## src/rtl/async_fifo_wr_framer.sv

```systemverilog
// Write-side framer for ASYNC_FIFO. A 2-entry skid buffer feeds one output register, and the
// framer appends one trailer word holding the payload beat count after the last beat of each packet.
module async_fifo_wr_framer #(
  parameter int DATA_SIZE = 12,
  parameter int CNT_W     = 16
) (
  input  logic                 wclk,
  input  logic                 wrst,
  input  logic                 in_valid,
  output logic                 in_ready,
  input  logic [DATA_SIZE-1:0] in_data,
  input  logic                 in_last,
  input  logic                 wFull,
  output logic                 winc,
  output logic [DATA_SIZE-1:0] wData,
  output logic [CNT_W-1:0]     pkt_cnt,
  output logic                 busy
);

  typedef enum logic [1:0] {IDLE, PAYLOAD, TRAILER} state_t;

  state_t               state, stateNext;
  logic                 outValid, outLast, outLastNext;
  logic [DATA_SIZE-1:0] wDataNext;
  logic [DATA_SIZE-1:0] skData0, skData1;
  logic                 skLast0, skLast1;
  logic [1:0]           skCnt, skCntNext;
  logic [DATA_SIZE-1:0] beatCnt, beatCntNext, beatInc;
  logic [DATA_SIZE-1:0] trlVal, trlValNext;
  logic                 accept, stageFree, loadTrl, loadBypass, push, pop;
  logic [DATA_SIZE-1:0] srcData;
  logic                 srcLast;

  // outValid is kept as its own flop so that winc is a plain AND of two registers
  assign winc = outValid && !wFull;
  assign busy = outValid || (skCnt != 2'd0);

  always_comb begin
    accept      = in_valid && in_ready;
    stageFree   = !outValid || winc;
    loadTrl     = winc && outLast;
    pop         = stageFree && !loadTrl && (skCnt != 2'd0);
    loadBypass  = stageFree && !loadTrl && (skCnt == 2'd0) && accept;
    push        = accept && !loadBypass;
    srcData     = loadBypass ? in_data : skData0;
    srcLast     = loadBypass ? in_last : skLast0;
    beatInc     = (beatCnt == '1) ? beatCnt : beatCnt + 1'b1;
    skCntNext   = skCnt + {1'b0, push} - {1'b0, pop};
    stateNext   = state;
    wDataNext   = wData;
    outLastNext = outLast;
    beatCntNext = beatCnt;
    trlValNext  = trlVal;
    if (stageFree) begin
      if (loadTrl) begin
        stateNext   = TRAILER;
        wDataNext   = trlVal;
        outLastNext = 1'b0;
      end else if (pop || loadBypass) begin
        stateNext   = PAYLOAD;
        wDataNext   = srcData;
        outLastNext = srcLast;
        // The count is captured as the last beat enters, so the next packet can start counting at once
        if (srcLast) begin
          trlValNext  = beatInc;
          beatCntNext = '0;
        end else begin
          beatCntNext = beatInc;
        end
      end else begin
        stateNext   = IDLE;
        outLastNext = 1'b0;
      end
    end
  end

  always_ff @(posedge wclk) begin
    if (!wrst) begin
      state    <= IDLE;
      outValid <= 1'b0;
      outLast  <= 1'b0;
      wData    <= '0;
      skCnt    <= 2'd0;
      skData0  <= '0;
      skData1  <= '0;
      skLast0  <= 1'b0;
      skLast1  <= 1'b0;
      beatCnt  <= '0;
      trlVal   <= '0;
      pkt_cnt  <= '0;
      in_ready <= 1'b0;
    end else begin
      state    <= stateNext;
      outValid <= (stateNext != IDLE);
      outLast  <= outLastNext;
      wData    <= wDataNext;
      skCnt    <= skCntNext;
      beatCnt  <= beatCntNext;
      trlVal   <= trlValNext;
      in_ready <= (skCntNext < 2'd2);
      if (winc && state == TRAILER) pkt_cnt <= pkt_cnt + 1'b1;
      if (pop && push) begin
        if (skCnt == 2'd1) begin
          skData0 <= in_data;
          skLast0 <= in_last;
        end else begin
          skData0 <= skData1;
          skLast0 <= skLast1;
          skData1 <= in_data;
          skLast1 <= in_last;
        end
      end else if (pop) begin
        skData0 <= skData1;
        skLast0 <= skLast1;
      end else if (push) begin
        if (skCnt == 2'd0) begin
          skData0 <= in_data;
          skLast0 <= in_last;
        end else begin
          skData1 <= in_data;
          skLast1 <= in_last;
        end
      end
    end
  end

endmodule

```

## config.mk

```make
export PLATFORM = sky130hd
export DESIGN_NAME = async_fifo_wr_framer
export DESIGN_NICKNAME = d
export VERILOG_FILES = /design/src/rtl/async_fifo_wr_framer.sv
export SDC_FILE = /design/constraint.sdc
export NUM_CORES = 1
export LEC_CHECK = 0
export BUFFER_PORTS_ARGS = -buffer_cell sky130_fd_sc_hd__buf_2
export CORE_AREA = 2 2 81 122
export CTS_CLUSTER_SIZE = 8
export DETAILED_ROUTE_END_ITERATION = 12
export DIE_AREA = 0 0 83 124
export PLACE_DENSITY = 0.7
export SYNTH_ARGS = -nofsm -noshare
export SYNTH_HDL_FRONTEND = slang
export SYNTH_SLANG_ARGS = --single-unit
```

## constraint.sdc

```tcl
create_clock -name wclk -period 3.05 [get_ports wclk]
set_input_delay 0.305 -clock wclk [delete_from_list [all_inputs] [get_ports wclk]]
set_output_delay 0.305 -clock wclk [all_outputs]
set_load 0.01 [all_outputs]
```

== Word level (Yosys, flattened, before mapping) ==
Cells that the tools add are included.

* Register bits: 85
* Bits of input ports: 17
* Output and inout bits: 31
* Word-level logic and storage cells: 85

* Order comparisons: 1
* Muxes and demuxes: 31
* Reductions and logical operators: 29
* Eq/ne operators: 6
* Add/sub/neg operators: 4
* Bitwise operators: 1

{| class="wikitable"
|+ Operators by type and width
! kind !! number
|-
| $mux 12 || 15
|-
| $add 16x1->16 const B || 1
|-
| $mux 1 || 14
|-
| $add 12x1->12 const B || 1
|-
| $eq 12x12->1 const B || 1
|-
| $logic_and 1x1->1 || 10
|-
| $reduce_and 4->1 || 2
|-
| $reduce_bool 2->1 || 4
|-
| $reduce_bool 3->1 || 2
|-
| $logic_not 1->1 || 4
|-
| $mux 2 || 2
|-
| $ne 2x1->1 const B || 2
|-
| $reduce_and 2->1 || 2
|-
| $logic_or 1x1->1 || 3
|-
| $reduce_and 3->1 || 1
|-
| $add 2x1->2 || 1
|-
| $eq 2x1->1 const B || 1
|-
| $eq 2x2->1 const B || 1
|-
| $logic_not 2->1 || 1
|-
| $lt 2x2->1 const B || 1
|-
| $ne 2x2->1 const B || 1
|-
| $sub 2x1->2 || 1
|-
| $not 1->1 || 1
|}

== Depth between registers and ports, before layout ==
* Depth after elaboration: 12
* Gate-level depth with buffers: 11
* Gate-level depth less buffers: 8

== Worst setup path after synthesis ==
OpenSTA, ideal clock, no wires.

* Path kind: input port to flip-flop
* From: input wFull
* To: register skData1[10]
* Path buffers: 3
* Slack: 0.453 ns
* Data required time: 2.922 ns
* Data arrival time: 2.469 ns
* Cell stages on the path: 11
* Setup time: 0.128 ns
* Path through: buf_6 o21ai_1 clkbuf_1 a21o_1 inv_1 ha_1 xnor2_1 a211oi_2 buf_4 mux2i_1 nor2_1

* Cells in the longest elaborated chain, start to end: 12
* Elaborated cells on any way between the ends: 18
* Those cells by class: eq/ne: 3; mux: 1; reduce/logical: 14

{| class="wikitable"
|+ RTL lines
! item !! line !! source
|-
| start: declaration || 13 || <nowiki>input logic wFull,</nowiki>
|-
| $logic_not 1->1 * || 35 || <nowiki>assign winc = outValid && !wFull;</nowiki>
|-
| $logic_and 1x1->1 * || 35 ||
|-
| $logic_and 1x1->1 || 41 || <nowiki>loadTrl = winc && outLast;</nowiki>
|-
| $logic_not 1->1 || 42, 43 ||
|-
| $logic_and 1x1->1 * || 42, 43 ||
|-
| $logic_and 1x1->1 (2 in series) || 43 || <nowiki>loadBypass = stageFree && !loadTrl && (skCnt == 2'd0) && accept;</nowiki>
|-
| $logic_not 1->1 || 44 || <nowiki>push = accept && !loadBypass;</nowiki>
|-
| $logic_and 1x1->1 || 44 ||
|-
| $logic_and 1x1->1 || 102 || <nowiki>if (pop && push) begin</nowiki>
|-
| $ne 2x2->1 (no line) (tied with other cells) || -- ||
|-
| $reduce_and 4->1 (no line) || -- ||
|-
| end signal: assignment || 109 || <nowiki>skData1 <= in_data;</nowiki>
|-
| end signal: assignment || 120 || <nowiki>skData1 <= in_data;</nowiki>
|-
| end: declaration || 25 || <nowiki>logic [DATA_SIZE-1:0] skData0, skData1;</nowiki>
|}

Mark *: on every way between the ends. The rest lies on a longest branch, timed or not.
A chain may end at the register's enable or synchronous reset.

== Worst setup path in the final report ==
* From: register skCnt[1]
* To: register skData0[10]

* Cells in the longest elaborated chain, start to end: 8
* Elaborated cells on any way between the ends: 15
* Those cells by class: eq/ne: 1; mux: 3; reduce/logical: 11

{| class="wikitable"
|+ RTL lines
! item !! line !! source
|-
| start: declaration || 27 || <nowiki>logic [1:0] skCnt, skCntNext;</nowiki>
|-
| start signal: assignment || 97 || <nowiki>skCnt <= skCntNext;</nowiki>
|-
| $logic_not 2->1 || 43, 116 ||
|-
| $logic_and 1x1->1 (2 in series) || 43 ||
|-
| $logic_not 1->1 || 44 ||
|-
| $logic_and 1x1->1 || 44 ||
|-
| $logic_and 1x1->1 || 102 ||
|-
| $reduce_bool 3->1 (no line) || -- ||
|-
| $reduce_and 2->1 (no line) || -- ||
|-
| end signal: assignment || 104 || <nowiki>skData0 <= in_data;</nowiki>
|-
| end signal: assignment || 107 || <nowiki>skData0 <= skData1;</nowiki>
|-
| end signal: assignment || 113 || <nowiki>skData0 <= skData1;</nowiki>
|-
| end: declaration || 25 ||
|}

Parallel ways exist; a longest one is shown, timed or not.

==> results.md <==
- **DRC Markers** 0
- **GR met3 Demand/Resource** 0.0292
- **post-synth top area share** 0.415
- **destination of the worst register-to-register timing path** skData0[10]
- **die area** 0.0103 sq mm
- **clock-pin transition on the worst setup and hold timing paths** 0.06 ns
- **depth of the worst hold-timing path** 3
- **arrival time of data at the critical path endpoint** 2.55 ns
- **average vias per placed instance** 5.81
- **crit share post-route** 0.762
- **most common cell after layout, fill and taps aside** sky130_fd_sc_hd__dfxtp_1
- **number of flops mapped to enable cells by yosys** 0
- **grt total ovfl** 0
- **Worst Reg2Reg Path Length in Cells** 7
- **area of all sequential standard cells** 0.00170 sq mm
- **starting density of the core** 0.445
- **Vias** 3545
- **standby leakage power** 1.83 nW
- **first-iteration detailed-routing DRC count** 201
- **number of antenna violations at the first check in global routing** 0
- **height of the chip** 124 microns
- **mean cell area of the mapped netlist** 8.85 sq um
- **global-route wire length before repair** 16200 microns
- **Syn-to-layout area delta** 13.9%
- **number of max-slew violations in the final report** 0
- **buffers from clock root to sink, at most** 2
- **top library cells by usage in the layout, fill and taps aside** sky130_fd_sc_hd__dfxtp_1, sky130_fd_sc_hd__buf_2, sky130_fd_sc_hd__nand3_1, sky130_fd_sc_hd__o21ai_0, sky130_fd_sc_hd__a21oi_1
- **worst min-delay path endpoint** skData1[4]
- **top cell type by total area after synthesis** sky130_fd_sc_hd__dfxtp_1
- **vias in the first global route** 3372
- **CTS tree** done
- **row count** 43
- **worst-path maximum fanout** 13
- **total wirelength of the detailed-routed design** 9850 microns
- **share of flip-flops with an asynchronous set or reset after synthesis** 0
- **global-route track usage on met1** 0.221
- **pin count of the biggest net entering global routing** 48
- **clock skew** 0.00411 ns
- **Final Util** 0.507
- **outcome** completed
- **placeable core area** 0.00920 sq mm
- **post-CTS resize count** 0
- **unrepaired setup endpoints after global routing** false
- **Post-Syn Area** 0.00410 sq mm
- **number of synthesized register bits** 85
- **number of sinks driven by the clock tree** 85
- **slew at the pin with the worst max-slew slack** 0.974 ns
- **final weighted congestion of routability-driven global placement** 0.860
- **gr usage total** 0.198
- **largest cells by area after synthesis** sky130_fd_sc_hd__dfxtp_1, sky130_fd_sc_hd__mux2i_1, sky130_fd_sc_hd__nand3_1
- **VDD IR max** 0.000492 V
- **HPWL after detailed placement** 6830 microns
- **global-route met2 utilization** 0.349
- **final setup violation count** 0
- **total of max-cap violations** 0
- **clock network latency to the later pin of the worst-skew pair** 0.34 ns
- **Ant. Diodes** 0
- **mean routed wirelength per cell** 16.2 microns
- **number of search-and-repair iterations in the first detailed-routing pass** 4
- **time the worst path needs with I/O delays and setup** 2.33 ns
- **Syn Nets** 485
- **number of nets in the finished design** 515
- **Multi-input gate area** 0.00221 sq mm
- **worst min-delay path class** in2reg
- **number of H-tree branching levels** 3
- **number of nets with antenna violations after detailed routing** 0
- **Hold Path Origin** in_data[4]
- **share of synthesized area occupied by flip-flops and latches** 0.415
- **type of the setup path with the least slack** reg2reg
- **Max Clk Rate** 0.430 GHz
- **Most Used Layer, Global Route** met2
- **total setup buffers inserted after CTS** 0
- **Top-Level Pins** 48
- **PD cells** 840 mW/mm^2
- **number of buffers created by CTS** 9
- **Die X-Extent** 83 microns
- **Setup Total Neg Slack** 0 ns
- **CP Capture Type** flip-flop
- **RR Startpoint** skCnt[1]
- **synth warn** 0
- **number of buffers added to fix hold violations after cts** 0
- **proportion of layout cells with a drive suffix above 1** 0.185
- **Main synth FF type** sky130_fd_sc_hd__dfxtp_1
- **input/output buffers** 47
- **cells after synthesis** 463
- **fill cell instance count of the final layout** 867
- **startpoint type of the worst setup path** flip-flop
- **worst endpoint required time** 3.27 ns
- **Slew Limit Headroom** 0.347
- **post-synthesis cell type count** 57
- **slack of the worst reg-to-reg path** 0.72 ns
- **Final Hold Fails** 0
- **library cell used as clock root buffer** sky130_fd_sc_hd__clkbuf_16
[state kept, by name (all words and copies together), names as in the netlist]
signal / count
pkt_cnt: 16
skLast0: 1
state: 2
in_ready: 1
outLast: 1
trlVal: 12
wData: 12
skCnt: 2
beatCnt: 12
skData0: 12
outValid: 1
skLast1: 1
skData1: 12
[cells by family after synthesis]
kind of cell,after synthesis,synth area share
AO/OA/AOI/OAI,124,0.197
XOR/XNOR,16,0.0342
adder cells (fa/ha/maj),5,0.0153
buffers and inverters,38,0.0458
flip-flops,85,0.415
multiplexers,28,0.0693
AND/OR/NAND/NOR,167,0.223
[area by class of cell]
| class | instances | area share |
|---|---|---|
| Sequential cell | 85 | 0.365 |
| Inverter | 4 | 0.00322 |
| Clock buffer | 12 | 0.0571 |
| Timing Repair Buffer | 53 | 0.0601 |
| Multi-Input combinational cell | 340 | 0.473 |
| Clock inverter | 4 | 0.0115 |
| Tap cell | 112 | 0.0300 |
[metal layers]
metal | up-vias | share of wire
li1 | 1763 | -
met1 | 1654 | 0.41
met2 | 103 | 0.50
met3 | 25 | 0.047
met4 | 0 | 0.045
met5 | - | 0
[power by group]
group	switching (mW)	leakage, nW	total, mW	internal [mW]
Clock	0.444	0.151	1.15	0.704
Combinational	0.780	0.992	1.28	0.505
Sequential	0.152	0.691	1.49	1.33
[Yosys cell counts (4+ instances only)]
| master | count |
|---|---|
| sky130_fd_sc_hd__dfxtp_1 | 85 |
| sky130_fd_sc_hd__nand3_1 | 39 |
| sky130_fd_sc_hd__o21ai_0 | 39 |
| sky130_fd_sc_hd__a21oi_1 | 35 |
| sky130_fd_sc_hd__nor2_1 | 30 |
| sky130_fd_sc_hd__nand2_1 | 28 |
| sky130_fd_sc_hd__mux2i_1 | 27 |
| sky130_fd_sc_hd__clkbuf_1 | 18 |
| sky130_fd_sc_hd__or2_2 | 13 |
| sky130_fd_sc_hd__a32o_1 | 12 |
| sky130_fd_sc_hd__buf_2 | 9 |
| sky130_fd_sc_hd__nand4_1 | 9 |
| sky130_fd_sc_hd__xnor2_1 | 9 |
| sky130_fd_sc_hd__and3_1 | 7 |
| sky130_fd_sc_hd__xor2_1 | 7 |
| sky130_fd_sc_hd__a31oi_1 | 5 |
| sky130_fd_sc_hd__and2_1 | 5 |
| sky130_fd_sc_hd__and4_1 | 5 |
| sky130_fd_sc_hd__ha_1 | 5 |
| sky130_fd_sc_hd__nor3_1 | 5 |
| sky130_fd_sc_hd__or3_1 | 5 |
| sky130_fd_sc_hd__inv_1 | 4 |
| sky130_fd_sc_hd__o31ai_1 | 4 |
[metrics by stage]
step	std cells	hold slack, ns	worst slack [ns]	cell area [sq um]	power (mW)
CTS	610	0.225	0.727	4670	3.96
floorplan	463	0.427	0.453	4100	2.46
global placement	594	0.440	0.811	4350	2.77
global route	610	0.253	0.542	4670	4.16
finish	610	0.236	0.725	4670	3.92
detailed placement	594	0.442	0.739	4350	2.80
[worst max-delay path, stage by stage (launching register included)]
cell and delay [ns]:
sky130_fd_sc_hd__dfxtp_1 0.39, sky130_fd_sc_hd__nor2_4 0.25, sky130_fd_sc_hd__a21o_1 0.17, sky130_fd_sc_hd__inv_1 0.04
sky130_fd_sc_hd__ha_1 0.22, sky130_fd_sc_hd__o2bb2ai_2 0.77, sky130_fd_sc_hd__mux2i_1 0.28, sky130_fd_sc_hd__a21oi_1 0.08
[how the worst max path moves through the flow]
| stage | endpoint | slack [ns] | start | depth (start not counted) |
|---|---|---|---|---|
| after detailed placement | skLast0 | 0.74 | skCnt[0] | 7 |
| after global placement | skData0[8] | 0.81 | skCnt[0] | 7 |
| after floorplan | skData1[10] | 0.45 | wFull | 11 |
| after global routing | skData0[10] | 0.54 | skCnt[1] | 7 |
| after CTS | skLast0 | 0.73 | skCnt[1] | 7 |
| final | skData0[10] | 0.72 | skCnt[1] | 7 |
Note: power is estimated with default switching activity, not from simulation.
